`config.mk`:
```
export PLATFORM = sky130hd
export DESIGN_NAME = sprite_motion_sequencer_flat
export DESIGN_NICKNAME = d
export VERILOG_FILES = /design/src/rtl/sprite_motion_sequencer_if.sv /design/src/rtl/sprite_motion_sequencer.sv /design/src/flat_wrapper.sv
export SDC_FILE = /design/constraint.sdc
export NUM_CORES = 1
export LEC_CHECK = 0
export ABC_AREA = 1
export CORE_MARGIN = 5
export CORE_UTILIZATION = 40
export DETAILED_ROUTE_END_ITERATION = 16
export GPL_TIMING_DRIVEN = 0
export PLACE_DENSITY_LB_ADDON = 0.05
export REMOVE_ABC_BUFFERS = 1
export SLEW_MARGIN = 20
export SYNTH_ARGS = -nofsm -noshare
export SYNTH_HDL_FRONTEND = slang
export SYNTH_SLANG_ARGS = --single-unit
```
`constraint.sdc`:
```
create_clock -name clk_draw -period 4 [get_ports clk_draw]
set_input_delay 0.8 -clock clk_draw [delete_from_list [all_inputs] [get_ports clk_draw]]
set_output_delay 0.8 -clock clk_draw [all_outputs]
set_load 0.1 [all_outputs]
```
`src/rtl/sprite_motion_sequencer_if.sv`:
```
// Sprite sequencer bus: scan control, BRAM read port, host write port and the arbitrated BRAM write port.
// The master modport is the sequencer's view; the slave modport is the surrounding system's view.
interface sprite_motion_sequencer_if;
  logic        start;
  logic        busy;
  logic        done;
  logic [8:0]  sprite_index;
  logic [35:0] sprite_y_height;
  logic [35:0] sprite_x_width;
  logic [35:0] sprite_velocity;
  logic [8:0]  h_index;
  logic [35:0] h_y_height;
  logic [35:0] h_x_width;
  logic [35:0] h_addr;
  logic [35:0] h_velocity;
  logic        h_y_height_en;
  logic        h_x_width_en;
  logic        h_addr_en;
  logic        h_velocity_en;
  logic [8:0]  w_index;
  logic [35:0] w_sprite_y_height;
  logic [35:0] w_sprite_x_width;
  logic [35:0] w_sprite_addr;
  logic [35:0] w_sprite_velocity;
  logic        w_sprite_y_height_en;
  logic        w_sprite_x_width_en;
  logic        w_sprite_addr_en;
  logic        w_sprite_velocity_en;

  modport master (
    input  start, sprite_y_height, sprite_x_width, sprite_velocity,
    input  h_index, h_y_height, h_x_width, h_addr, h_velocity,
    input  h_y_height_en, h_x_width_en, h_addr_en, h_velocity_en,
    output busy, done, sprite_index,
    output w_index, w_sprite_y_height, w_sprite_x_width, w_sprite_addr, w_sprite_velocity,
    output w_sprite_y_height_en, w_sprite_x_width_en, w_sprite_addr_en, w_sprite_velocity_en
  );

  modport slave (
    output start, sprite_y_height, sprite_x_width, sprite_velocity,
    output h_index, h_y_height, h_x_width, h_addr, h_velocity,
    output h_y_height_en, h_x_width_en, h_addr_en, h_velocity_en,
    input  busy, done, sprite_index,
    input  w_index, w_sprite_y_height, w_sprite_x_width, w_sprite_addr, w_sprite_velocity,
    input  w_sprite_y_height_en, w_sprite_x_width_en, w_sprite_addr_en, w_sprite_velocity_en
  );
endinterface

```
`src/rtl/sprite_motion_sequencer.sv`:
```
// Per-frame sprite motion engine: walks every sprite, integrates velocity, bounces off screen bounds,
// and owns the attribute BRAM write port with host writes taking priority.
module sprite_motion_sequencer #(
  parameter int NUM_SPRITES = 512,
  parameter int TILE_PX     = 16,
  parameter int X_MIN       = 0,
  parameter int X_MAX       = 1280,
  parameter int Y_MIN       = 0,
  parameter int Y_MAX       = 720
) (
  input logic                        clk_draw,
  input logic                        rst_n,
  sprite_motion_sequencer_if.master  bus
);

  typedef enum logic [2:0] {
    S_IDLE = 3'd0,
    S_RD   = 3'd1,
    S_CALC = 3'd2,
    S_WR   = 3'd3,
    S_FIN  = 3'd4
  } state_t;

  typedef struct packed {
    logic [15:0] pos;
    logic [17:0] vel;
    logic        bounce;
  } axis_t;

  localparam logic [8:0]         LAST_IDX = 9'(NUM_SPRITES - 1);
  localparam logic [11:0]        TILE_SUB = 12'(TILE_PX * 16);
  localparam logic signed [21:0] X_LO     = 22'(X_MIN * 16);
  localparam logic signed [21:0] X_HI     = 22'(X_MAX * 16);
  localparam logic signed [21:0] Y_LO     = 22'(Y_MIN * 16);
  localparam logic signed [21:0] Y_HI     = 22'(Y_MAX * 16);

  // Negation saturates because +131072 is not representable in 18-bit two's complement.
  function automatic logic [17:0] neg_sat(input logic [17:0] v);
    logic [17:0] r;
    if (v == 18'h20000) begin
      r = 18'h1ffff;
    end else begin
      r = 18'd0 - v;
    end
    return r;
  endfunction

  function automatic axis_t step_axis(input logic [15:0] p, input logic [17:0] v, input logic [7:0] size,
                                      input logic signed [21:0] lo, input logic signed [21:0] hi);
    axis_t r;
    logic signed [21:0] s;
    logic signed [21:0] ext;
    s   = $signed({6'd0, p}) + $signed({{4{v[17]}}, v});
    ext = $signed({2'b00, {12'd0, size} * {8'd0, TILE_SUB}});
    if (s < lo) begin
      r.pos    = lo[15:0];
      r.vel    = neg_sat(v);
      r.bounce = 1'b1;
    end else if (s + ext > hi) begin
      // A sprite wider than the playfield cannot fit anywhere; pin it to the low edge.
      if (ext >= hi - lo) begin
        r.pos = lo[15:0];
      end else begin
        r.pos = 16'(hi - ext);
      end
      r.vel    = neg_sat(v);
      r.bounce = 1'b1;
    end else begin
      r.pos    = s[15:0];
      r.vel    = v;
      r.bounce = 1'b0;
    end
    return r;
  endfunction

  state_t      state_r, state_s;
  logic [8:0]  cnt_r, cnt_s;
  logic        cancel_r, cancel_s;
  logic        busy_r, done_r;
  logic [35:0] new_y_r, new_x_r, new_vel_r;
  logic        bounce_r;
  logic        host_wr_s, hit_s, last_s, seq_wr_s;
  axis_t       ax_s, ay_s;

  assign host_wr_s = bus.h_y_height_en | bus.h_x_width_en | bus.h_addr_en | bus.h_velocity_en;
  assign hit_s     = host_wr_s && (bus.h_index == cnt_r);
  assign last_s    = (cnt_r == LAST_IDX);
  assign seq_wr_s  = (state_r == S_WR) && !host_wr_s && !cancel_r;

  assign ax_s = step_axis(bus.sprite_x_width[15:0], bus.sprite_velocity[35:18],
                          bus.sprite_x_width[31:24], X_LO, X_HI);
  assign ay_s = step_axis(bus.sprite_y_height[15:0], bus.sprite_velocity[17:0],
                          bus.sprite_y_height[31:24], Y_LO, Y_HI);

  assign bus.busy         = busy_r;
  assign bus.done         = done_r;
  assign bus.sprite_index = cnt_r;

  // Next-state, counter and hazard-cancel logic for the scan FSM.
  always_comb begin
    state_s  = state_r;
    cnt_s    = cnt_r;
    cancel_s = cancel_r;
    case (state_r)
      S_IDLE: begin
        if (bus.start) begin
          state_s = S_RD;
        end else begin
          state_s = S_IDLE;
        end
      end
      S_RD: begin
        cancel_s = hit_s;
        state_s  = S_CALC;
      end
      S_CALC: begin
        cancel_s = cancel_r | hit_s;
        state_s  = S_WR;
      end
      S_WR: begin
        cancel_s = cancel_r | hit_s;
        if (host_wr_s) begin
          state_s = S_WR;
        end else if (last_s) begin
          cnt_s   = cnt_r + 9'd1;
          state_s = S_FIN;
        end else begin
          cnt_s   = cnt_r + 9'd1;
          state_s = S_RD;
        end
      end
      S_FIN: begin
        cnt_s   = 9'd0;
        state_s = S_IDLE;
      end
      default: begin
        cnt_s   = 9'd0;
        state_s = S_IDLE;
      end
    endcase
  end

  // Control registers; busy and done are registered from the next state.
  always_ff @(posedge clk_draw) begin
    if (!rst_n) begin
      state_r  <= S_IDLE;
      cnt_r    <= 9'd0;
      cancel_r <= 1'b0;
      busy_r   <= 1'b0;
      done_r   <= 1'b0;
    end else begin
      state_r  <= state_s;
      cnt_r    <= cnt_s;
      cancel_r <= cancel_s;
      busy_r   <= (state_s == S_RD) || (state_s == S_CALC) || (state_s == S_WR);
      done_r   <= (state_s == S_FIN);
    end
  end

  // Writeback data captured while the BRAM read data is valid.
  always_ff @(posedge clk_draw) begin
    if (!rst_n) begin
      new_y_r   <= 36'd0;
      new_x_r   <= 36'd0;
      new_vel_r <= 36'd0;
      bounce_r  <= 1'b0;
    end else if (state_r == S_CALC) begin
      new_y_r   <= {bus.sprite_y_height[35:16], ay_s.pos};
      new_x_r   <= {bus.sprite_x_width[35:16], ax_s.pos};
      new_vel_r <= {ax_s.vel, ay_s.vel};
      bounce_r  <= ax_s.bounce | ay_s.bounce;
    end
  end

  // Write-port arbitration: any host enable takes the port for that cycle.
  always_comb begin
    if (host_wr_s) begin
      bus.w_index              = bus.h_index;
      bus.w_sprite_y_height    = bus.h_y_height;
      bus.w_sprite_x_width     = bus.h_x_width;
      bus.w_sprite_addr        = bus.h_addr;
      bus.w_sprite_velocity    = bus.h_velocity;
      bus.w_sprite_y_height_en = bus.h_y_height_en;
      bus.w_sprite_x_width_en  = bus.h_x_width_en;
      bus.w_sprite_addr_en     = bus.h_addr_en;
      bus.w_sprite_velocity_en = bus.h_velocity_en;
    end else begin
      bus.w_index              = cnt_r;
      bus.w_sprite_y_height    = new_y_r;
      bus.w_sprite_x_width     = new_x_r;
      bus.w_sprite_addr        = 36'd0;
      bus.w_sprite_velocity    = new_vel_r;
      bus.w_sprite_y_height_en = seq_wr_s;
      bus.w_sprite_x_width_en  = seq_wr_s;
      bus.w_sprite_addr_en     = 1'b0;
      bus.w_sprite_velocity_en = seq_wr_s & bounce_r;
    end
  end

endmodule

```
`src/flat_wrapper.sv`:
```
// flat-port wrapper written by rule: the top's interface ports become plain ports
module sprite_motion_sequencer_flat 
#(
  parameter int NUM_SPRITES = 512,
  parameter int TILE_PX     = 16,
  parameter int X_MIN       = 0,
  parameter int X_MAX       = 1280,
  parameter int Y_MIN       = 0,
  parameter int Y_MAX       = 720
)
  (clk_draw, rst_n, bus_start, bus_sprite_y_height, bus_sprite_x_width, bus_sprite_velocity, bus_h_index, bus_h_y_height, bus_h_x_width, bus_h_addr, bus_h_velocity, bus_h_y_height_en, bus_h_x_width_en, bus_h_addr_en, bus_h_velocity_en, bus_busy, bus_done, bus_sprite_index, bus_w_index, bus_w_sprite_y_height, bus_w_sprite_x_width, bus_w_sprite_addr, bus_w_sprite_velocity, bus_w_sprite_y_height_en, bus_w_sprite_x_width_en, bus_w_sprite_addr_en, bus_w_sprite_velocity_en);
  sprite_motion_sequencer_if bus_i ();
  input logic clk_draw;
  input logic rst_n;
  input wire logic [$bits(bus_i.start)-1:0] bus_start;
  input wire logic [$bits(bus_i.sprite_y_height)-1:0] bus_sprite_y_height;
  input wire logic [$bits(bus_i.sprite_x_width)-1:0] bus_sprite_x_width;
  input wire logic [$bits(bus_i.sprite_velocity)-1:0] bus_sprite_velocity;
  input wire logic [$bits(bus_i.h_index)-1:0] bus_h_index;
  input wire logic [$bits(bus_i.h_y_height)-1:0] bus_h_y_height;
  input wire logic [$bits(bus_i.h_x_width)-1:0] bus_h_x_width;
  input wire logic [$bits(bus_i.h_addr)-1:0] bus_h_addr;
  input wire logic [$bits(bus_i.h_velocity)-1:0] bus_h_velocity;
  input wire logic [$bits(bus_i.h_y_height_en)-1:0] bus_h_y_height_en;
  input wire logic [$bits(bus_i.h_x_width_en)-1:0] bus_h_x_width_en;
  input wire logic [$bits(bus_i.h_addr_en)-1:0] bus_h_addr_en;
  input wire logic [$bits(bus_i.h_velocity_en)-1:0] bus_h_velocity_en;
  output wire logic [$bits(bus_i.busy)-1:0] bus_busy;
  output wire logic [$bits(bus_i.done)-1:0] bus_done;
  output wire logic [$bits(bus_i.sprite_index)-1:0] bus_sprite_index;
  output wire logic [$bits(bus_i.w_index)-1:0] bus_w_index;
  output wire logic [$bits(bus_i.w_sprite_y_height)-1:0] bus_w_sprite_y_height;
  output wire logic [$bits(bus_i.w_sprite_x_width)-1:0] bus_w_sprite_x_width;
  output wire logic [$bits(bus_i.w_sprite_addr)-1:0] bus_w_sprite_addr;
  output wire logic [$bits(bus_i.w_sprite_velocity)-1:0] bus_w_sprite_velocity;
  output wire logic [$bits(bus_i.w_sprite_y_height_en)-1:0] bus_w_sprite_y_height_en;
  output wire logic [$bits(bus_i.w_sprite_x_width_en)-1:0] bus_w_sprite_x_width_en;
  output wire logic [$bits(bus_i.w_sprite_addr_en)-1:0] bus_w_sprite_addr_en;
  output wire logic [$bits(bus_i.w_sprite_velocity_en)-1:0] bus_w_sprite_velocity_en;
  assign bus_i.start = bus_start;
  assign bus_i.sprite_y_height = bus_sprite_y_height;
  assign bus_i.sprite_x_width = bus_sprite_x_width;
  assign bus_i.sprite_velocity = bus_sprite_velocity;
  assign bus_i.h_index = bus_h_index;
  assign bus_i.h_y_height = bus_h_y_height;
  assign bus_i.h_x_width = bus_h_x_width;
  assign bus_i.h_addr = bus_h_addr;
  assign bus_i.h_velocity = bus_h_velocity;
  assign bus_i.h_y_height_en = bus_h_y_height_en;
  assign bus_i.h_x_width_en = bus_h_x_width_en;
  assign bus_i.h_addr_en = bus_h_addr_en;
  assign bus_i.h_velocity_en = bus_h_velocity_en;
  assign bus_busy = bus_i.busy;
  assign bus_done = bus_i.done;
  assign bus_sprite_index = bus_i.sprite_index;
  assign bus_w_index = bus_i.w_index;
  assign bus_w_sprite_y_height = bus_i.w_sprite_y_height;
  assign bus_w_sprite_x_width = bus_i.w_sprite_x_width;
  assign bus_w_sprite_addr = bus_i.w_sprite_addr;
  assign bus_w_sprite_velocity = bus_i.w_sprite_velocity;
  assign bus_w_sprite_y_height_en = bus_i.w_sprite_y_height_en;
  assign bus_w_sprite_x_width_en = bus_i.w_sprite_x_width_en;
  assign bus_w_sprite_addr_en = bus_i.w_sprite_addr_en;
  assign bus_w_sprite_velocity_en = bus_i.w_sprite_velocity_en;
  sprite_motion_sequencer #(.NUM_SPRITES(NUM_SPRITES), .TILE_PX(TILE_PX), .X_MIN(X_MIN), .X_MAX(X_MAX), .Y_MIN(Y_MIN), .Y_MAX(Y_MAX)) u_core (.clk_draw(clk_draw), .rst_n(rst_n), .bus(bus_i));
endmodule
```
After elaboration in Yosys (flattened, before gate mapping) --
Cells that the tools add are included.
Storage, ports and cells: word-level logic and storage cells 79, bits of input ports 268, output and inout port bits 168, register bits 124
Cells by class: bitwise operators 7, eq/ne operators 12, $add $sub $neg 9, magnitude comparators 6, multiplexer cells 24, reduce and logical (&&, ||, !) cells 12
Operators by type and width (number):
- 2-to-1 mux 36 bit | 4
- 2-to-1 mux 35 bit | 4
- adder 22 x 17 -> 22 bit | 2
- < comparator 22 x 1 -> 1 bit, second input constant | 2
- adder 17 x 18 -> 19 bit | 2
- == test 18 bit, second input constant | 2
- 2-to-1 mux 18 bit | 2
- subtractor 1 x 18 -> 18 bit, first input constant | 2
- 2-to-1 mux 16 bit | 2
- > comparator 22 x 15 -> 1 bit, second input constant | 1
- > comparator 22 x 16 -> 1 bit, second input constant | 1
- 2-to-1 mux 9 bit | 2
- case mux 9 bit (2 select lines) | 1
- >= comparator 16 x 14 -> 1 bit, second input constant | 1
- >= comparator 16 x 15 -> 1 bit, second input constant | 1
- subtractor 14 x 16 -> 16 bit, first input constant | 1
- subtractor 15 x 16 -> 16 bit, first input constant | 1
- == test 3 x 2 -> 1 bit, second input constant | 4
- case mux 3 bit (4 select lines) | 1
- adder 9 x 1 -> 9 bit, second input constant | 1
- == test 9 bit | 1
- == test 9 bit, second input constant | 1
- == test 3 x 1 -> 1 bit, second input constant | 2
- 2-to-1 mux 3 bit | 2
- other kinds (15) | 27

Longest topological paths before layout --
depth after elaboration 8, mapped depth 30, gate-level depth less buffers 29

Worst setup path after synthesis --
Ideal clock, no wire load.
path type input to output, start input bus_h_x_width_en, end output bus_w_sprite_x_width[34], cell stages on the path 5, required time 3.200 ns, setup slack -0.683 ns, data arrival time 3.883 ns, path through nor4_4 -> inv_1 -> clkbuf_1 -> clkbuf_1 -> o21ai_0
On the way: longest elaborated chain between the ends 4
RTL lines:
- start, declared | RTL line flat_wrapper.sv:25 | input wire logic [$bits(bus_i.h_x_width_en)-1:0] bus_h_x_width_en;
- OR 1 bit (3 in series) | RTL line sprite_motion_sequencer.sv:85 | assign host_wr_s = bus.h_y_height_en | bus.h_x_width_en | bus.h_addr_en | bus.h_velocity_en;
- 2-to-1 mux 36 bit | RTL line sprite_motion_sequencer.sv:177 | if (host_wr_s) begin
- end, declared | RTL line flat_wrapper.sv:33 | output wire logic [$bits(bus_i.w_sprite_x_width)-1:0] bus_w_sprite_x_width;
Every way passes these cells.

Worst setup path in the final report --
start input bus_sprite_x_width[4], end register u_core.new_vel_r[25]
On the way: longest elaborated chain between the ends 5
RTL lines:
- start, declared | RTL line flat_wrapper.sv:17 | input wire logic [$bits(bus_i.sprite_x_width)-1:0] bus_sprite_x_width;
- adder 17 x 18 -> 19 bit * | RTL line sprite_motion_sequencer.sv:53 | s = $signed({6'd0, p}) + $signed({{4{v[17]}}, v});
- adder 22 x 17 -> 22 bit | RTL line sprite_motion_sequencer.sv:59 | end else if (s + ext > hi) begin
- > comparator 22 x 16 -> 1 bit | RTL line sprite_motion_sequencer.sv:59
- 2-to-1 mux 35 bit | RTL line sprite_motion_sequencer.sv:59
- 2-to-1 mux 35 bit * | RTL line sprite_motion_sequencer.sv:55 | if (s < lo) begin
- end signal, assigned | RTL line sprite_motion_sequencer.sv:170 | new_vel_r <= {ax_s.vel, ay_s.vel};
- end, declared | RTL line sprite_motion_sequencer.sv:80 | logic [35:0] new_y_r, new_x_r, new_vel_r;
Every way passes the cells marked *; elsewhere a longest branch is shown, timed or not. A chain may end at the register's enable or synchronous reset.

==> summary.md <==
| Metric | Value |
|---|---|
| Status | complete, but fails checks |
| Failing checks | negative setup slack |
| Fmax | 240.3 MHz |
| Post-synth top area share | 0.2277 |
| Crit-path max FO | 5 |
| HPWL Detailed | 34,560 um |
| Core area | 26,880 um2 |
| Routed wire length | 47,750 um |
| Area leader, netlist | dfxtp_1 |
| Post-Syn Instances | 1,858 |
| I/O pin cnt | 436 |
| Final instance area | 18,240 um2 |
| Minimum clock period | 4162 ps |
| DR vias | 13,910 |
| Via density | 5.184 |
| Final global-route overflow total | 0 |
| Total GRT Usage | 0.2847 |
| Pwr dens | 364.5 nW/um2 |
| Initial antenna violation count | 9 |
| Clock sinks | 124 |
| Top cells by count, synth | nand2_1, inv_1, nand3_1, a21oi_1, dfxtp_1 |
| Gate power share | 0.517 |
| Seq/Total Area, Yosys | 0.2277 |
| Clk buf depth | 2 |
| Switching Share | 0.4469 |
| Vias in the first global route | 12,920 |
| RSZ-0062 raised after global routing | true |
| Leak | 0.008377 uW |
| Worst path required time | 4310 ps |
| Hold Violations, Final | 0 |
| Clk root buf | clkbuf_16 |
| Hold Crit Class | flip-flop to flip-flop |
| Synth top area cells | dfxtp_1, nand2_1, inv_1 |
| Yosys reg bits | 124 |
| GPL Wtd Cong | 0.9170 |
| Initial core utilization | 0.4056 |
| Clk Latency, worst-skew pair | 430 ps |
| Die width | 175.1 um |
| Wire length per cell | 17.80 um |
| Reg2Reg Depth | 13 |
| Worst setup EP type | flip-flop |
| VDD IR max | 0.2578 mV |
| CP Class | input pin to flip-flop |
| CP Launch Type | input pin |
| Area Growth Syn to Fin | 67.36% |
| Total CTS buffers | 17 |
| Switching power total | 2972 uW |
| Cell variety after synth | 49 |
| Share of power burned in registers | 0.209 |
| Hold WS | 446.1 ps |
| Drt first pass iters | 5 |
| Clk slew on worst S/H paths | 70 ps |
| Final Util | 0.6788 |
| Worst path max stage delay | 520 ps |
| Period utilization | 1.041 |
| Residual DRC count | 0 |
| Site row count | 60 |
| CP top delay family | simple AND/OR/NAND/NOR gates |
| Top-count cell post-synth | nand2_1 |
| Post-CTS Hold Buffers | 0 |
| Rel. slew slack | 0.2807 |
| Worst Slack Setup Final | -162.2 ps |
| Die Height | 175.1 um |
| Antenna-violating nets left | 0 |
| Clock power share | 0.274 |
| CTS tree | done |
| First DRT Iteration DRCs | 836 |
| CP most frequent cell | nor2_1 |
| Largest net degree at the start of global routing | 92 |
| Clk_skew | 10.01 ps |
| Top_reg_cell synth | dfxtp_1 |
| Critical path's slowest cell | fa_2 |
| Final #Nets | 2,652 |
| WP depth | 25 |
| CP Buf/Inv Count | 4 |
| Layout cell share with drive strength beyond 1 | 0.2349 |
| # setup viols final | 53 |
| Max-cap viol count | 0 |
| Slew @ Worst Pin | 1076 ps |
| Number of synthesized flops with an enable pin | 0 |
| Die area | 30,650 um2 |
| Placement Cell Area | 15,610 um2 |
| Syn. warnings | 0 |
| Post-Synthesis Cell Area | 10,900 um2 |
| IO buf count | 435 |
| Avg Cell Area, Syn | 5.867 um2 |
| Max-slew violation count | 0 |
| Worst EP arrival | 4470 ps |
| Internal Power | 3678 uW |
| First-pass GRT wire length | 70,660 um |
| Worst reg-to-reg setup slack | 970 ps |
| Ys async rst share | 0 |
| CTS H-tree lvls | 4 |
| Hold Path Depth | 2 |
[power by group through the flow]
stage | Clock, uW | Combinational (uW) | Sequential (uW)
3_5_place_dp | 0 | 2750 | 1410
3_3_place_gp | 0 | 2700 | 1410
6_report | 1820 | 3440 | 1390
4_1_cts | 1840 | 3070 | 1390
5_1_grt | 1880 | 3670 | 1400
2_1_floorplan | 0 | 1860 | 1440
[cells by family (layout without fill, tap and decap cells)]
family	count (synthesis)	in the layout	share of synthesized area
simple gates	999	1005	0.3984
buf+inv	328	801	0.1167
compound gates	293	293	0.1421
flops	124	124	0.2277
fa+ha+maj	60	60	0.07163
xor+xnor	54	54	0.04339
other cells	0	5	0
[repair_timing]
action | CTS | global route
buffers inserted | 39 | 25
gates resized for setup | 737 | 270
cloned | 7 | 1
setup endpoints to repair | 212 | 143
pin swaps | 68 | 115
[flip-flops by register name (all words and copies together), names as in the netlist]
name	flops
u_core.bounce_r	1
u_core.new_x_r	36
u_core.cancel_r	1
u_core.bus.busy	1
u_core.bus.done	1
u_core.bus.sprite_index	9
u_core.new_y_r	36
u_core.new_vel_r	36
u_core.state_r	3
[per-stage QoR]
step	TNS [ps]	std cells	setup slack, ps	power, uW
2_1_floorplan	-696640	1783	-5710	3300
3_3_place_gp	-1744370	2559	-10070	4111
3_5_place_dp	-189560	2574	-1621	4168
4_1_cts	-1586	2652	-98.24	6299
5_1_grt	-12140	2683	-275.0	6952
6_report	-5399	2683	-162.2	6650
[cell type report]
| type | instances | area, um2 |
|---|---|---|
| tap | 341 | 426.7 |
| antenna | 5 | 12.51 |
| multi-input combinational | 1412 | 8885 |
| clock buffer | 18 | 429.2 |
| timing repair buffer | 515 | 4771 |
| clock inverter | 14 | 232.7 |
| fill | 2380 | 8633 |
| inverter | 253 | 987.2 |
| timing repair inverter | 1 | 16.27 |
| sequential | 124 | 2482 |
[cell usage in the layout (no fill, tap or decap), types with 11 or more instances in the layout]
cell type          n
nand2_1          564
clkdlybuf4s50_1  259
inv_1            229
dfxtp_1          124
nand3_1          116
a21oi_1          115
o21ai_0          107
nor2_1            95
buf_4             57
buf_2             56
nand3_2           51
nand2_2           43
ha_4              37
a21oi_2           34
clkdlybuf4s15_2   34
dlygate4sd2_1     33
nand2_4           31
xor2_1            30
clkbuf_2          24
nor3_1            22
inv_2             18
ha_1              18
nand4_1           17
clkbuf_16         17
nand3_4           15
buf_6             14
clkbuf_4          14
nor2_2            11
[worst reg2reg max path, delay by kind of cell (launching register included)]
family	cells	cell delay, ps
AO/OA/AOI/OAI	4	990
flip-flops	1	330
buffers and inverters	6	1350
AND/OR/NAND/NOR	3	290
[path summary, 6_finish.rpt]
kind / from / endpoint
max: bus_sprite_x_width[4] / u_core.new_vel_r[25]$_SDFFE_PN0P_
min reg2reg: u_core.new_x_r[22]$_SDFFE_PN0P_ / u_core.new_x_r[22]$_SDFFE_PN0P_
max reg2reg: u_core.state_r[1]$_SDFF_PN0_ / u_core.bus.sprite_index[3]$_SDFFE_PN0P_
min: u_core.new_x_r[22]$_SDFFE_PN0P_ / u_core.new_x_r[22]$_SDFFE_PN0P_
[per-layer routing]
metal | global-route usage | routed length (um) | vias to the layer above
li1 | - | - | 6888
met1 | 0.3396 | 19080 | 6399
met2 | 0.5101 | 23730 | 511
met3 | 0.06383 | 3318 | 103
met4 | 0.08642 | 1581 | 8
met5 | 0 | 43 | -
Note: power is estimated with default switching activity, not from simulation.
